--- src/rtl/sample_stream_arb_pkg.sv ---
// Shared types, constants and the round-robin search function for the sample stream arbiter.
// rr_next is sized for the largest supported requester count; callers zero-extend narrower request vectors.
package sample_stream_arb_pkg;

  typedef enum logic {
    ARB_IDLE = 1'b0,
    ARB_LOCK = 1'b1
  } arb_state_e;

  localparam int STAT_W     = 16;
  localparam int MAX_REQ    = 8;
  localparam int MAX_IDX_W  = $clog2(MAX_REQ);

  // First set bit strictly after ptr, wrapping at n; returns ptr when req is empty.
  function automatic int rr_next(input logic [MAX_REQ-1:0] req, input int ptr, input int n);
    int idx;
    rr_next = ptr;
    // Walk from the farthest candidate to the nearest so the nearest one wins.
    for (int k = MAX_REQ; k > 0; k--) begin
      if (k <= n) begin
        idx = ptr + k;
        if (idx >= n) idx = idx - n;
        if (req[idx[MAX_IDX_W-1:0]]) rr_next = idx;
      end
    end
  endfunction

endpackage

--- src/rtl/sample_rr_pick.sv ---
// Combinational round-robin picker: zero latency, no flow control; o_found is the OR of all requests.
module sample_rr_pick
  import sample_stream_arb_pkg::*;
#(
  parameter int NUM_REQ = 4,
  parameter int IDX_W   = $clog2(NUM_REQ)
) (
  input  logic [NUM_REQ-1:0] i_req,
  input  logic [IDX_W-1:0]   i_ptr,
  output logic               o_found,
  output logic [IDX_W-1:0]   o_index
);

  logic [MAX_REQ-1:0] w_req_ext;

  assign w_req_ext = MAX_REQ'(i_req);
  assign o_found   = |i_req;
  assign o_index   = IDX_W'(rr_next(w_req_ext, int'(i_ptr), NUM_REQ));

endmodule

--- src/rtl/sample_stream_arbiter.sv ---
// Round-robin, packet-locked arbiter onto one valid/ready stream; 1-cycle arbitration, combinational data path,
// out_ready passes straight to the owner. Stall watchdog frees idle owners. SAMPLE_STREAM_ARB_STATS_EN adds beat_count.
module sample_stream_arbiter
  import sample_stream_arb_pkg::*;
#(
  parameter int NUM_REQ      = 4,
  parameter int DATA_W       = 8,
  parameter int STALL_CYCLES = 16
) (
  input  logic                        clk,
  input  logic                        rst,
  input  logic [NUM_REQ-1:0]          req_valid,
  input  logic [NUM_REQ*DATA_W-1:0]   req_data,
  input  logic [NUM_REQ-1:0]          req_last,
  output logic [NUM_REQ-1:0]          req_ready,
  output logic                        out_valid,
  output logic [DATA_W-1:0]           out_data,
  input  logic                        out_ready,
  output logic [$clog2(NUM_REQ)-1:0]  grant_id,
  output logic                        busy,
  output logic                        stall_err
`ifdef SAMPLE_STREAM_ARB_STATS_EN
  ,
  output logic [NUM_REQ*STAT_W-1:0]   beat_count
`endif
);

  localparam int IDX_W = $clog2(NUM_REQ);
  localparam int WD_W  = $clog2(STALL_CYCLES);

  arb_state_e         r_state;
  arb_state_e         w_state_nxt;
  logic [IDX_W-1:0]   r_grant;
  logic [IDX_W-1:0]   w_grant_nxt;
  logic [IDX_W-1:0]   r_ptr;
  logic [IDX_W-1:0]   w_ptr_nxt;
  logic [WD_W-1:0]    r_wd_cnt;
  logic [WD_W-1:0]    w_wd_nxt;
  logic               r_stall_err;
  logic               w_stall_nxt;

  logic               w_found;
  logic [IDX_W-1:0]   w_pick;
  logic [DATA_W-1:0]  w_beats [NUM_REQ];
  logic               w_lock;
  logic               w_owner_vld;
  logic               w_owner_last;
  logic               w_xfer;

  sample_rr_pick #(
    .NUM_REQ (NUM_REQ),
    .IDX_W   (IDX_W)
  ) u_pick (
    .i_req   (req_valid),
    .i_ptr   (r_ptr),
    .o_found (w_found),
    .o_index (w_pick)
  );

  for (genvar gi = 0; gi < NUM_REQ; gi++) begin : g_unpack
    assign w_beats[gi] = req_data[gi*DATA_W +: DATA_W];
  end

  assign w_lock       = (r_state == ARB_LOCK);
  assign w_owner_vld  = req_valid[r_grant];
  assign w_owner_last = req_last[r_grant];
  assign w_xfer       = out_valid & out_ready;

  assign out_valid = w_lock & w_owner_vld;
  assign out_data  = w_beats[r_grant];
  assign grant_id  = r_grant;
  assign busy      = w_lock;
  assign stall_err = r_stall_err;

  always_comb begin
    req_ready = '0;
    if (w_lock) req_ready[r_grant] = out_ready;
  end

  always_ff @(posedge clk) begin
    if (rst) begin
      r_state <= ARB_IDLE;
    end else begin
      r_state <= w_state_nxt;
    end
  end

  // A transfer needs owner valid high, so a stall expiry can never coincide with a last beat;
  // the release branch is still checked first so that ordering stays explicit.
  always_comb begin
    w_state_nxt = r_state;
    w_grant_nxt = r_grant;
    w_ptr_nxt   = r_ptr;
    w_wd_nxt    = r_wd_cnt;
    w_stall_nxt = 1'b0;
    case (r_state)
      ARB_IDLE: begin
        if (w_found) begin
          w_state_nxt = ARB_LOCK;
          w_grant_nxt = w_pick;
          w_ptr_nxt   = w_pick;
          w_wd_nxt    = '0;
        end
      end
      ARB_LOCK: begin
        if (w_xfer && w_owner_last) begin
          w_state_nxt = ARB_IDLE;
        end else if (w_owner_vld) begin
          w_wd_nxt = '0;
        end else if (r_wd_cnt == WD_W'(STALL_CYCLES - 1)) begin
          w_state_nxt = ARB_IDLE;
          w_stall_nxt = 1'b1;
        end else begin
          w_wd_nxt = r_wd_cnt + WD_W'(1);
        end
      end
      default: w_state_nxt = ARB_IDLE;
    endcase
  end

  always_ff @(posedge clk) begin
    if (rst) begin
      r_grant     <= '0;
      r_ptr       <= IDX_W'(NUM_REQ - 1);
      r_wd_cnt    <= '0;
      r_stall_err <= 1'b0;
    end else begin
      r_grant     <= w_grant_nxt;
      r_ptr       <= w_ptr_nxt;
      r_wd_cnt    <= w_wd_nxt;
      r_stall_err <= w_stall_nxt;
    end
  end

`ifdef SAMPLE_STREAM_ARB_STATS_EN
  for (genvar gi = 0; gi < NUM_REQ; gi++) begin : g_stat
    logic [STAT_W-1:0] r_beat_cnt;
    always_ff @(posedge clk) begin
      if (rst) begin
        r_beat_cnt <= '0;
      end else if (w_xfer && (r_grant == IDX_W'(gi)) && (r_beat_cnt != '1)) begin
        r_beat_cnt <= r_beat_cnt + STAT_W'(1);
      end
    end
    assign beat_count[gi*STAT_W +: STAT_W] = r_beat_cnt;
  end
`endif

endmodule

--- config.mk ---
export PLATFORM = sky130hd
export DESIGN_NAME = sample_stream_arbiter
export DESIGN_NICKNAME = d
export VERILOG_FILES = /design/src/rtl/sample_stream_arb_pkg.sv /design/src/rtl/sample_rr_pick.sv /design/src/rtl/sample_stream_arbiter.sv
export SDC_FILE = /design/constraint.sdc
export NUM_CORES = 1
export LEC_CHECK = 0
export ABC_AREA = 1
export CAP_MARGIN = 25
export CORE_UTILIZATION = 39
export CTS_BUF_LIST = sky130_fd_sc_hd__clkbuf_16
export DETAILED_ROUTE_END_ITERATION = 10
export PLACE_DENSITY = 0.9
export SETUP_SLACK_MARGIN = 0.02
export SYNTH_ARGS = -nofsm -noshare
export SYNTH_HDL_FRONTEND = slang
export SYNTH_SLANG_ARGS = --single-unit
export TNS_END_PERCENT = 5
--- constraint.sdc ---
create_clock -name clk -period 1.6 [get_ports clk]
set_input_delay 0.16 -clock clk [delete_from_list [all_inputs] [get_ports clk]]
set_output_delay 0.16 -clock clk [all_outputs]
set_load 0.03 [all_outputs]
==> metrics.md, run 1 <==
| Metric | Value |
|---|---|
| PortBufs | 59 |
| Vias post-DR | 1368 |
| Maximum VDD drop | 1.721 mV |
| Total gr overflow | 0 |
| # setup viols final | 0 |
| Worst-path maximum fanout | 11 |
| Worst Setup Path Type | register to output port |
| Peak Freq | 631.5 MHz |
| Yosys cell types | 29 |
| Final Instance Area | 1942 sq um |
| CTS sink cnt | 10 |
| Fin Hold WS | 0.4879 ns |
| Yosys warning total | 0 |
| Die extent in y | 54.53 um |
| Root buf cell | clkbuf_16 |
| #FFs+latches synth | 10 |
| Worst EP required | 1.44 ns |
| Die area | 2973 sq um |
| Ys async rst share | 0% |
| Syn Inst Count | 163 |
| Tot GR Track Use | 20.89% |
| Starting Density | 42.28% |
| EDFF count, synth | 0 |
| Pwr dens | 1837 nW/um^2 |
| Leak pwr | 0.8913 nW |
| DR pass1 iterations | 4 |
| Seq/Total Area, Yosys | 18.60% |
| Outcome | complete, no violations |
| DRT iter0 DRCs | 33 |
| Clock buffer depth | 2 |
| Max-cap violations | 0 |
| Unrepaired setup endpoints after global routing | yes |
| I/O pins | 60 |
| Most common cell after layout, fill and taps aside | nand2_1 |
| Final min period | 1.583 ns |
| Routed Antenna Nets | 0 |
| Worst setup EP type | output port |
| CTS tree | done |
| CP dominant cell by count | buf_6 |
| Die X | 54.53 um |
| CP max-delay cell | dfxtp_4 |
| Via/cell ratio | 5.162 |
| Util after Layout | 76.30% |
| Clk_skew | 0.0003929 ns |
| Per-cell routed wire length | 12.59 um |
| Largest net degree at the start of global routing | 16 |
| Placer Congestion | 0.8369 |
| Slew @ Worst Pin | 0.3273 ns |
| CP delay by family, top | buffers and inverters |
| DRC violations left | 0 |
| Initial antenna violation count | 0 |
| Post-synthesis cell area | 1076 sq um |
| Final net count | 282 |
| H-tree depth | 1 |
| Crit share post-route | 98.97% |
| Synthesized area per cell | 6.601 sq um |
| Row cnt | 18 |
| Share of cells above drive strength 1 | 28.51% |
| Setup crit start kind | register |
| Syn nets | 208 |
| Crit path DAT | 1.42 ns |
| DP Area | 1739 sq um |
| Clock slew at reported path FFs | 0.04 ns |
| Hold Crit Class | register to register |
| Skew-Pair Late Insertion Delay | 0.23 ns |
| Synth-to-Final Area Change | 80.46% |
| Most frequent cells in the layout | 55 x nand2_1, 44 x clkdlybuf4s50_1, 21 x buf_4, 20 x nand3_1, 11 x inv_1 |
| Max incr delay on CP | 0.35 ns |
| Ys flop type | dfxtp_1 |
| Vias in the first global route | 1098 |
| Ant diodes | 0 |
| Fin. Hold Viols | 0 |
| Pins over their slew limit | 0 |
| Flip-flop and latch area | 207.7 sq um |
| TritonCTS Buffers | 3 |
| Final WL | 3.336 mm |
| First-pass GRT wire length | 4.533 mm |
| Crit path buf inv count | 4 |
| Rel. slew slack | 78.18% |
| Layout fillers | 181 |
| Crit path cell chain | buf_12 > inv_8 > nor2_8 > buf_6 > a22oi_2 > nand3_2 > buf_6 |
| Hold_buf cts | 0 |
| HPWL Detailed | 2.441 mm |
| Multi-input logic area | 823.3 sq um |
| Core area | 2545 sq um |
## area by class of cell
cell class | count | area share, %
Timing Repair Buffer | 74 | 37.37
Sequential cell | 10 | 10.70
Tap cell | 30 | 1.933
Clock buffer | 3 | 3.866
Multi-Input combinational cell | 132 | 42.40
Inverter | 16 | 3.737
## per-stage QoR
step | std cells | setup TNS [ns] | setup WS, ns | total power [mW]
2_1_floorplan | 163 | -0.3779 | -0.07277 | 2.012
3_3_place_gp | 258 | 0 | 0.04796 | 2.739
3_5_place_dp | 258 | 0 | 0.002150 | 2.764
4_1_cts | 263 | 0 | 0.007771 | 3.352
5_1_grt | 265 | -0.03250 | -0.03046 | 3.821
6_report | 265 | 0 | 0.01653 | 3.567
## flip-flops by register name, summed over array words and instances (netlist names)
name	flops
busy	1
stall_err	1
r_ptr	2
grant_id	2
r_wd_cnt	4
## what timing repair did
| action | CTS | global route |
|---|---|---|
| buffers inserted | 2 | 2 |
| resized for setup | 4 | 16 |
| pin swaps | 2 | 5 |
| setup endpoints to repair | 9 | 10 |
## layer usage
metal  GRT usage [%]  share of wire [%]  up-vias
li1                -                  -      687
met1           22.68                 37      617
met2           40.24                 52       58
met3           5.000                9.6        6
met4           4.274                1.8        0
met5               0                  0        -
## final timing paths
check,cells past startpoint,startpoint,to,slack [ns]
max,7,grant_id[0],out_data[6],0.02
min,2,r_wd_cnt[1],r_wd_cnt[1],0.49
max reg2reg,11,grant_id[1],r_wd_cnt[0],0.16
min reg2reg,2,r_wd_cnt[1],r_wd_cnt[1],0.49
## power by group
group          switching [mW]  internal (mW)  total [mW]
clock network           0.101          0.323       0.424
logic                    1.55           1.18        2.73
registers              0.0819          0.335       0.417
## cell usage after synthesis (3+ instances only)
library cell,instances,share of area [%]
a21oi_1,5,2.3
a22oi_1,7,4.9
dfxtp_1,10,19
inv_1,11,3.8
inv_2,3,1.0
nand2_1,55,19
nand2_2,3,1.7
nand2_4,3,3.1
nand3_1,22,10
nand3b_1,3,2.1
nand4_1,3,1.7
nor2_1,9,3.1
nor2_8,4,7.4
nor3_1,3,1.4
## worst reg2reg max path, cell delays in order, from the launching register on
cell	delay, ns
dfxtp_4	0.35
buf_12	0.15
inv_6	0.07
nor2_8	0.04
nand2_4	0.06
nand2_4	0.07
nor2_8	0.19
nor2_8	0.05
nand2_4	0.07
nand3_4	0.09
nor2_1	0.14
nor2_2	0.05
## kinds of logic (layout without fill, tap and decap cells)
family,Yosys count,in the layout,synth area share (%)
AOI/OAI and AO/OA,19,19,12.91
xor gates and xnor gates,1,1,0.8141
adders and majority gates,2,2,2.325
buffers and inverters,21,93,9.766
DFF,10,10,18.60
and+or+nand+nor,110,110,55.58
Note: power is estimated with default switching activity, not from simulation.
==> run 2: changes to the inputs <==
- CAP_MARGIN: 25 -> unset
- SKIP_LAST_GASP: unset -> 1
==> metrics.md, run 2 (same netlist as run 1, synthesis figures left out) <==
| Metric | Value |
|---|---|
| Root buf cell | clkbuf_16 |
| Leak pwr | 0.8899 nW |
| Starting Density | 42.28% |
| Vias post-DR | 1349 |
| Routed Antenna Nets | 0 |
| Die X | 54.53 um |
| Per-cell routed wire length | 12.49 um |
| Unrepaired setup endpoints after global routing | yes |
| Crit path DAT | 1.43 ns |
| Synth-to-Final Area Change | 79.07% |
| Largest net degree at the start of global routing | 16 |
| Power Total | 3.532 mW |
| Final min period | 1.589 ns |
| Peak Freq | 629.4 MHz |
| # setup viols final | 0 |
| Pwr dens | 1833 nW/um^2 |
| Largest Register | r_wd_cnt |
| Setup TNS | 0 ns |
| Placer Congestion | 0.8369 |
| Outcome | complete, no violations |
| First-pass GRT wire length | 4.533 mm |
| TritonCTS Buffers | 3 |
| H-tree depth | 1 |
| Maximum VDD drop | 1.720 mV |
| Max reg flops | 4 |
| Vias in the first global route | 1098 |
| CTS sink cnt | 10 |
| I/O pins | 60 |
| CTS tree | done |
| Ant diodes | 0 |
| HPWL Detailed | 2.441 mm |
| Core area | 2545 sq um |
| DRT iter0 DRCs | 34 |
| Final WL | 3.311 mm |
| PortBufs | 59 |
| Worst EP required | 1.44 ns |
| Most frequent cells in the layout | 55 x nand2_1, 44 x clkdlybuf4s50_1, 21 x buf_4, 20 x nand3_1, 11 x inv_1 |
| Worst setup EP type | output port |
| Crit share post-route | 99.30% |
| Initial antenna violation count | 0 |
| Slew @ Worst Pin | 0.3274 ns |
| Worst-path maximum fanout | 11 |
| Clock slew at reported path FFs | 0.04 ns |
| Max-cap violations | 0 |
| Hold_buf cts | 0 |
| Fin. Hold Viols | 0 |
| Die extent in y | 54.53 um |
| Clock buffer depth | 2 |
| Pins over their slew limit | 0 |
| DR pass1 iterations | 4 |
| Skew-Pair Late Insertion Delay | 0.23 ns |
| Most common cell after layout, fill and taps aside | nand2_1 |
| Share of cells above drive strength 1 | 28.09% |
| Die area | 2973 sq um |
| Final net count | 282 |
| Tot GR Track Use | 20.89% |
| Clk_skew | 0.0004091 ns |
| DRC violations left | 0 |
| Via/cell ratio | 5.091 |
| Hold Crit Class | register to register |
| Total gr overflow | 0 |
| Worst Setup Path Type | register to output port |
| Setup crit start kind | register |
| Rel. slew slack | 78.17% |
| Row cnt | 18 |
run 2: cell count changes in the layout (fill, tap and decap cells not counted):
| cell | previous run | this run |
|---|---|---|
| ha_1 | 1 | 2 |
| ha_4 | 1 | 0 |
| inv_6 | 1 | 2 |
| inv_8 | 1 | 0 |
run 2: path summary, 6_finish.rpt:
| check | cells past startpoint | endpoint | slack (ns) | startpoint |
|---|---|---|---|---|
| min | 2 | r_wd_cnt[1] | 0.49 | r_wd_cnt[1] |
| max reg2reg | 11 | r_wd_cnt[0] | 0.16 | grant_id[1] |
| min reg2reg | 2 | r_wd_cnt[1] | 0.49 | r_wd_cnt[1] |
| max | 7 | out_data[6] | 0.01 | grant_id[0] |
run 2: final cells by class:
cell class | instances | area [sq um]
fill | 185 | 618.1
sequential | 10 | 207.7
tap | 30 | 37.54
inverter | 16 | 70.07
clock buffer | 3 | 75.07
multi-input combinational | 132 | 810.8
timing repair buffer | 74 | 725.7
run 2: worst max-delay path: stages, from the launching register on:
cell	delay, ns
dfxtp_4	0.35
buf_12	0.15
inv_6	0.07
nor2_8	0.03
buf_6	0.13
a22oi_2	0.18
nand3_2	0.12
buf_6	0.15
run 2: report_power, final:
group | switching, mW | internal [mW] | total [mW]
logic | 1.54 | 1.16 | 2.69
clock network | 0.101 | 0.323 | 0.424
registers | 0.0785 | 0.335 | 0.413
run 2: metal layers:
| layer | vias to the layer above | GRT usage [%] | routed length (um) | share of wire [%] |
|---|---|---|---|---|
| met3 | 6 | 5.000 | 324 | 9.8 |
| met2 | 62 | 40.24 | 1684 | 51 |
| met4 | 0 | 4.274 | 61 | 1.8 |
| met5 | - | 0 | 0 | 0 |
| li1 | 686 | - | - | - |
| met1 | 595 | 22.68 | 1240 | 37 |
run 2: metrics by stage:
step | area [sq um] | hold slack, ns | setup WS, ns | util (%) | instances
2_1_floorplan | 1076 | 0.2291 | -0.07277 | - | 163
3_3_place_gp | 1739 | 0.4568 | 0.04796 | 68.34 | 258
3_5_place_dp | 1739 | 0.4706 | 0.002150 | 68.34 | 258
4_1_cts | 1853 | 0.4890 | 0.007771 | 72.81 | 263
5_1_grt | 1927 | 0.5205 | -0.03799 | 75.71 | 265
6_report | 1927 | 0.4879 | 0.01127 | 75.71 | 265
run 2: repair_timing:
action	4_1_cts	5_1_grt
setup buffers	2	2
resized for setup	4	14
endpoints found under the setup margin	9	10
pin swaps	2	5
endpoints found under the hold margin	0	0
==> run 3: changes to the inputs <==
- SLEW_MARGIN: unset -> 20
==> results of run 3 <==
Final layout, timing and power as in run 2 (identical DEF).
